===== config.mk =====
export PLATFORM = sky130hd
export DESIGN_NAME = flash_cp_ctrl
export DESIGN_NICKNAME = d
export VERILOG_FILES = /design/src/rtl/flash_cp_ctrl.sv
export SDC_FILE = /design/constraint.sdc
export NUM_CORES = 1
export LEC_CHECK = 0
export ABC_AREA = 1
export CORE_MARGIN = 3
export CORE_UTILIZATION = 30
export DETAILED_ROUTE_END_ITERATION = 6
export SLEW_MARGIN = 5
export SYNTH_ARGS = -nofsm -noshare
export SYNTH_HDL_FRONTEND = slang
export SYNTH_SLANG_ARGS = --single-unit

===== constraint.sdc =====
create_clock -name CLK -period 3.1 [get_ports CLK]
set_input_delay 0.62 -clock CLK [delete_from_list [all_inputs] [get_ports CLK]]
set_output_delay 0.62 -clock CLK [all_outputs]
set_load 0.005 [all_outputs]

===== src/rtl/flash_cp_ctrl.sv =====
// flash_cp_ctrl
// Controller for the flash high-voltage charge pump. It drives the pump clock
// (CPCLK) while the VCPHV node ramps, declares the node ready once the
// comparator has stayed high for STB cycles, regulates by gating CPCLK on the
// comparator, and runs a timed discharge when the enable request drops.
//
// Optional feature macro: FLASH_CP_TIMEOUT_EN
//   defined   -> a RAMP timeout counter moves the FSM to ERR after RAMP_TO cycles
//   undefined -> no timeout counter, ERR is unreachable, CPERR is tied to 0
//
// Ports
//   CLK    in   single clock, rising edge
//   RSTB   in   asynchronous active-low reset
//   CPEN   in   pump enable request (level, synchronous to CLK)
//   VCMP   in   comparator output (asynchronous, 1 = node at/above target)
//   CPCLK  out  pump drive clock (registered)
//   VCPRDY out  node regulated and usable (registered)
//   VCPDIS out  discharge switch enable (registered)
//   CPERR  out  ramp timeout flag (registered, or constant 0)
//   state  out  FSM state for debug/checkers: 0 IDLE, 1 RAMP, 2 REG, 3 DISCH, 4 ERR
//
// CPEN is a plain level request, not a handshake: 1 asks for the pump, 0 asks
// for discharge. It is only honoured from IDLE; a drop always wins elsewhere
// except during DISCH, which always runs to completion.
module flash_cp_ctrl #(
  parameter int DIV     = 4,
  parameter int STB     = 8,
  parameter int RAMP_TO = 1024,
  parameter int DIS_CYC = 32
) (
  input  logic       CLK,
  input  logic       RSTB,
  input  logic       CPEN,
  input  logic       VCMP,
  output logic       CPCLK,
  output logic       VCPRDY,
  output logic       VCPDIS,
  output logic       CPERR,
  output logic [2:0] state
);

  typedef enum logic [2:0] {
    IDLE  = 3'd0,
    RAMP  = 3'd1,
    REG   = 3'd2,
    DISCH = 3'd3,
    ERR   = 3'd4
  } state_t;

  localparam int DIV_W = $clog2(DIV);
  localparam int STB_W = $clog2(STB + 1);
  localparam int DIS_W = $clog2(DIS_CYC + 1);

  state_t           st;
  logic             vcmp_m;
  logic             vcmp_s;
  logic [DIV_W-1:0] div_cnt;
  logic [STB_W-1:0] stb_cnt;
  logic [DIS_W-1:0] dis_cnt;
  logic             cpclk_q;
  logic             rdy_q;
  logic             dis_q;
  logic             stb_hit;
  logic             div_hit;
  logic             to_hit;

  // Two-flop synchroniser; nothing else looks at VCMP directly.
  always_ff @(posedge CLK or negedge RSTB) begin
    if (!RSTB) begin
      vcmp_m <= 1'b0;
      vcmp_s <= 1'b0;
    end else begin
      vcmp_m <= VCMP;
      vcmp_s <= vcmp_m;
    end
  end

  // The stable count "reaches" STB on the cycle that would make it STB,
  // so the FSM leaves RAMP instead of storing STB.
  assign stb_hit = vcmp_s && (stb_cnt == STB_W'(STB - 1));
  assign div_hit = (div_cnt == DIV_W'(DIV - 1));

`ifdef FLASH_CP_TIMEOUT_EN
  localparam int TO_W = $clog2(RAMP_TO + 1);

  logic [TO_W-1:0] to_cnt;
  logic            err_q;

  assign to_hit = (to_cnt == TO_W'(RAMP_TO - 1));

  // Counts cycles spent in RAMP; any exit from RAMP (or any cycle outside it)
  // clears it, so it starts from zero on every RAMP entry.
  always_ff @(posedge CLK or negedge RSTB) begin
    if (!RSTB) begin
      to_cnt <= '0;
      err_q  <= 1'b0;
    end else begin
      if (st == RAMP && CPEN && !stb_hit && !to_hit) begin
        to_cnt <= to_cnt + TO_W'(1);
      end else begin
        to_cnt <= '0;
      end
      // Set on the RAMP->ERR transition (REG wins a tie), cleared on ERR->DISCH.
      if (st == RAMP && CPEN && !stb_hit && to_hit) begin
        err_q <= 1'b1;
      end else if (st == ERR && !CPEN) begin
        err_q <= 1'b0;
      end
    end
  end

  assign CPERR = err_q;
`else
  assign to_hit = 1'b0;
  assign CPERR  = 1'b0;
`endif

  always_ff @(posedge CLK or negedge RSTB) begin
    if (!RSTB) begin
      st      <= IDLE;
      div_cnt <= '0;
      stb_cnt <= '0;
      dis_cnt <= '0;
      cpclk_q <= 1'b0;
      rdy_q   <= 1'b0;
      dis_q   <= 1'b0;
    end else begin
      case (st)
        IDLE: begin
          if (CPEN) begin
            st      <= RAMP;
            div_cnt <= '0;
            stb_cnt <= '0;
            cpclk_q <= 1'b0;
          end
        end
        RAMP: begin
          if (!CPEN) begin
            st      <= DISCH;
            dis_q   <= 1'b1;
            rdy_q   <= 1'b0;
            cpclk_q <= 1'b0;
            dis_cnt <= '0;
            div_cnt <= '0;
            stb_cnt <= '0;
          end else if (stb_hit) begin
            st      <= REG;
            rdy_q   <= 1'b1;
            cpclk_q <= 1'b0;
            div_cnt <= '0;
            stb_cnt <= '0;
          end else if (to_hit) begin
            st      <= ERR;
            cpclk_q <= 1'b0;
            div_cnt <= '0;
            stb_cnt <= '0;
          end else begin
            if (div_hit) begin
              div_cnt <= '0;
              cpclk_q <= ~cpclk_q;
            end else begin
              div_cnt <= div_cnt + DIV_W'(1);
            end
            stb_cnt <= vcmp_s ? stb_cnt + STB_W'(1) : '0;
          end
        end
        REG: begin
          if (!CPEN) begin
            st      <= DISCH;
            dis_q   <= 1'b1;
            rdy_q   <= 1'b0;
            cpclk_q <= 1'b0;
            dis_cnt <= '0;
            div_cnt <= '0;
          end else if (vcmp_s) begin
            // Node at target: park the pump with the divider restarted.
            cpclk_q <= 1'b0;
            div_cnt <= '0;
          end else if (div_hit) begin
            div_cnt <= '0;
            cpclk_q <= ~cpclk_q;
          end else begin
            div_cnt <= div_cnt + DIV_W'(1);
          end
        end
        ERR: begin
          if (!CPEN) begin
            st      <= DISCH;
            dis_q   <= 1'b1;
            cpclk_q <= 1'b0;
            rdy_q   <= 1'b0;
            dis_cnt <= '0;
          end
        end
        DISCH: begin
          if (dis_cnt == DIS_W'(DIS_CYC - 1)) begin
            st      <= IDLE;
            dis_q   <= 1'b0;
            dis_cnt <= '0;
          end else begin
            dis_cnt <= dis_cnt + DIS_W'(1);
          end
        end
        default: begin
          st      <= IDLE;
          cpclk_q <= 1'b0;
          rdy_q   <= 1'b0;
          dis_q   <= 1'b0;
        end
      endcase
    end
  end

  assign CPCLK  = cpclk_q;
  assign VCPRDY = rdy_q;
  assign VCPDIS = dis_q;
  assign state  = st;

endmodule

==> qor.txt <==
status -> finished clean
worst slew pin tran -> 0.864 ns
Pwr per Cell Area -> 840 nW/um2
fin crit share -> 60.5%
final slew viol count -> 0
ANT cells -> 0
Slew Limit Headroom -> 42.2%
VDD IR max -> 0.371 mV
number of global-route vias before repair -> 950
top cell type's share of synthesized area -> 42.1%
row count -> 21
Combinational Power Share -> 51.0%
Yosys top cell by area -> dfrtp_1
crit end category -> output pin
slowest CP cell -> clkdlybuf4s50_1
die width -> 67.3 um
Vias/cell -> 4.65
Cell Area, Synth -> 1130 um2
Setup Skew -> 0.000938 ns
mean area per synthesized cell -> 7.78 um2
Arr. time, crit path -> 1.26 ns
routed len/inst -> 11.1 um
CTS Hold Bufs -> 0
number of buffers added on ports -> 8
startpoint types -> flip-flop
global-route wire length before repair -> 4120 um
Die Area -> 4530 um2
CTS Buffer Depth -> 2
routability cong. -> 0.871
grt ovf -> 0
I/O pins -> 11
largest net degree at the start of global routing -> 20
Min-Delay Path Class -> flip-flop to flip-flop
Worst-path clk slew -> 0.07 ns
Initial Utilization -> 32.5%
Crit path largest cell delay -> 0.54 ns
CTS tree -> yes
Pre-antenna DRT Iters -> 4
Hold Violations, Final -> 0
RSZ-0062 raised after global routing -> no
Routed Antenna Nets -> 0
Int Pwr -> 0.606 mW
area delta synth->final -> 14.7%
min cycle time layout -> 1.88 ns
Mapped Cells -> 145
Critical Path Stages -> 1
initial antenna violation count -> 0
Root Buffer Master -> clkbuf_8
CTS Buf Count -> 3
Setup TNS Final -> 0 ns
CP Buf/Inv Count -> 1
hold_ws -> 0.356 ns
post_cts resized -> 0
Crit path max-delay family -> buffers and inverters
Synth Register Bits -> 19
commonest non-fill, non-tap cell in the layout -> nand2_1
die span in y -> 67.3 um
fin nets -> 168
share of post-route cells with drive strength above 1 -> 9.03%
routed via count -> 935
Max Clock Freq -> 533 MHz
Netlist cell types -> 23
clock sink total -> 19
Power, Total -> 1.09 mW
# setup viols final -> 0
final wirelength -> 2220 um
Worst Hold Depth -> 0
core region area -> 3470 um2
Flop pwr share -> 32.9%
DP Wirelength -> 1680 um
setup bufs post-CTS -> 0
Leak Pwr -> 0.663 nW
DRC -> 0
Seq/Total Area, Yosys -> 42.1%
1st-iter DRT viols -> 28
crit path cell chain -> clkdlybuf4s50_1
P_sw -> 0.481 mW
Total GRT Usage -> 12.0%
cells taking the most area after synthesis -> dfrtp_1 (42%), nand2_1 (12%), ha_1 (8.9%), inv_1 (7.0%), nand3_1 (4.9%)
Critical Path RT -> 2.48 ns
Clk pwr share -> 16.1%
synth warn -> 0
commonest cells after routing, fill and taps aside -> nand2_1 (35), inv_1 (21), dfrtp_1 (19)
cell count of the worst reg-to-reg path -> 7
H-tree levels -> 1
Worst-Skew Late Latency -> 0.26 ns
Crit Path Max Fanout -> 6
Max Cap Violations -> 0
CP Class -> flip-flop to output pin
switching part of the total -> 44.3%
final cells by class:
type / instances / area (um2)
fillers: 356 / 2170
multi-input cells: 102 / 554
flip-flops and latches: 19 / 475
inverters: 22 / 82.6
repair buffers: 8 / 80.1
well taps: 46 / 57.6
clock buffers: 4 / 45.0
state kept, by name, indices dropped and copies added (netlist names):
register	cells
CPCLK	1
VCPDIS	1
VCPRDY	1
dis_cnt	6
div_cnt	2
state	2
stb_cnt	4
vcmp_m	1
vcmp_s	1
worst paths after layout:
kind	slack, ns	endpoint	from
worst max-delay path	1.22	state[0]	state[0]
worst min-delay path	0.36	vcmp_s	vcmp_m
worst max register to register	1.39	dis_cnt[3]	state[0]
worst min register to register	0.36	vcmp_s	vcmp_m
max in group asynchronous	1.72	dis_cnt[4]	RSTB
min in group asynchronous	0.85	vcmp_m	RSTB
cell usage after synthesis:
library cell and number:
xor2_1 1, buf_4 2, o21ai_2 2, nand2_4 1, nor3_1 1, conb_1 1, nand3_1 11, a21oi_1 10
nand2_1 35, nand4_1 5, inv_1 21, o21ai_0 7, o21bai_1 1, nand3_2 1, a31o_2 1, dfrtp_1 19
clkbuf_2 1, ha_1 8, nor2_1 10, a31oi_1 1, inv_2 1, nand2_2 3, nor2_2 2
metrics by stage:
| step | cells | instance area [um2] | worst slack, ns | utilization (%) |
|---|---|---|---|---|
| global placement | 197 | 1250 | 1.18 | 36.0 |
| floorplan | 146 | 1130 | 1.60 | - |
| detailed placement | 197 | 1250 | 1.16 | 36.0 |
| CTS | 201 | 1290 | 1.21 | 37.3 |
| global route | 201 | 1290 | 1.18 | 37.3 |
| finish | 201 | 1290 | 1.22 | 37.3 |
cells by family after synthesis:
family / synth area share [%]
buf+inv: 9.09
fa+ha+maj: 8.87
compound gates: 11.1
simple gates: 27.7
flops: 42.1
other cells: 0.332
xor+xnor: 0.776
per-layer routing:
| layer | wire (um) | GRT usage (%) |
|---|---|---|
| met5 | 0 | 0 |
| met3 | 59 | 2.00 |
| met2 | 1010 | 19.4 |
| met4 | 58 | 6.08 |
| met1 | 1100 | 15.3 |
power by group through the flow:
stage / clock (mW) / sequential [mW] / combinational, mW
detailed placement: 0 / 0.363 / 0.548
floorplan: 0 / 0.352 / 0.402
CTS: 0.179 / 0.360 / 0.553
global route: 0.186 / 0.368 / 0.632
global placement: 0 / 0.359 / 0.545
finish: 0.175 / 0.358 / 0.554
Power figures use the tool's default switching activity.
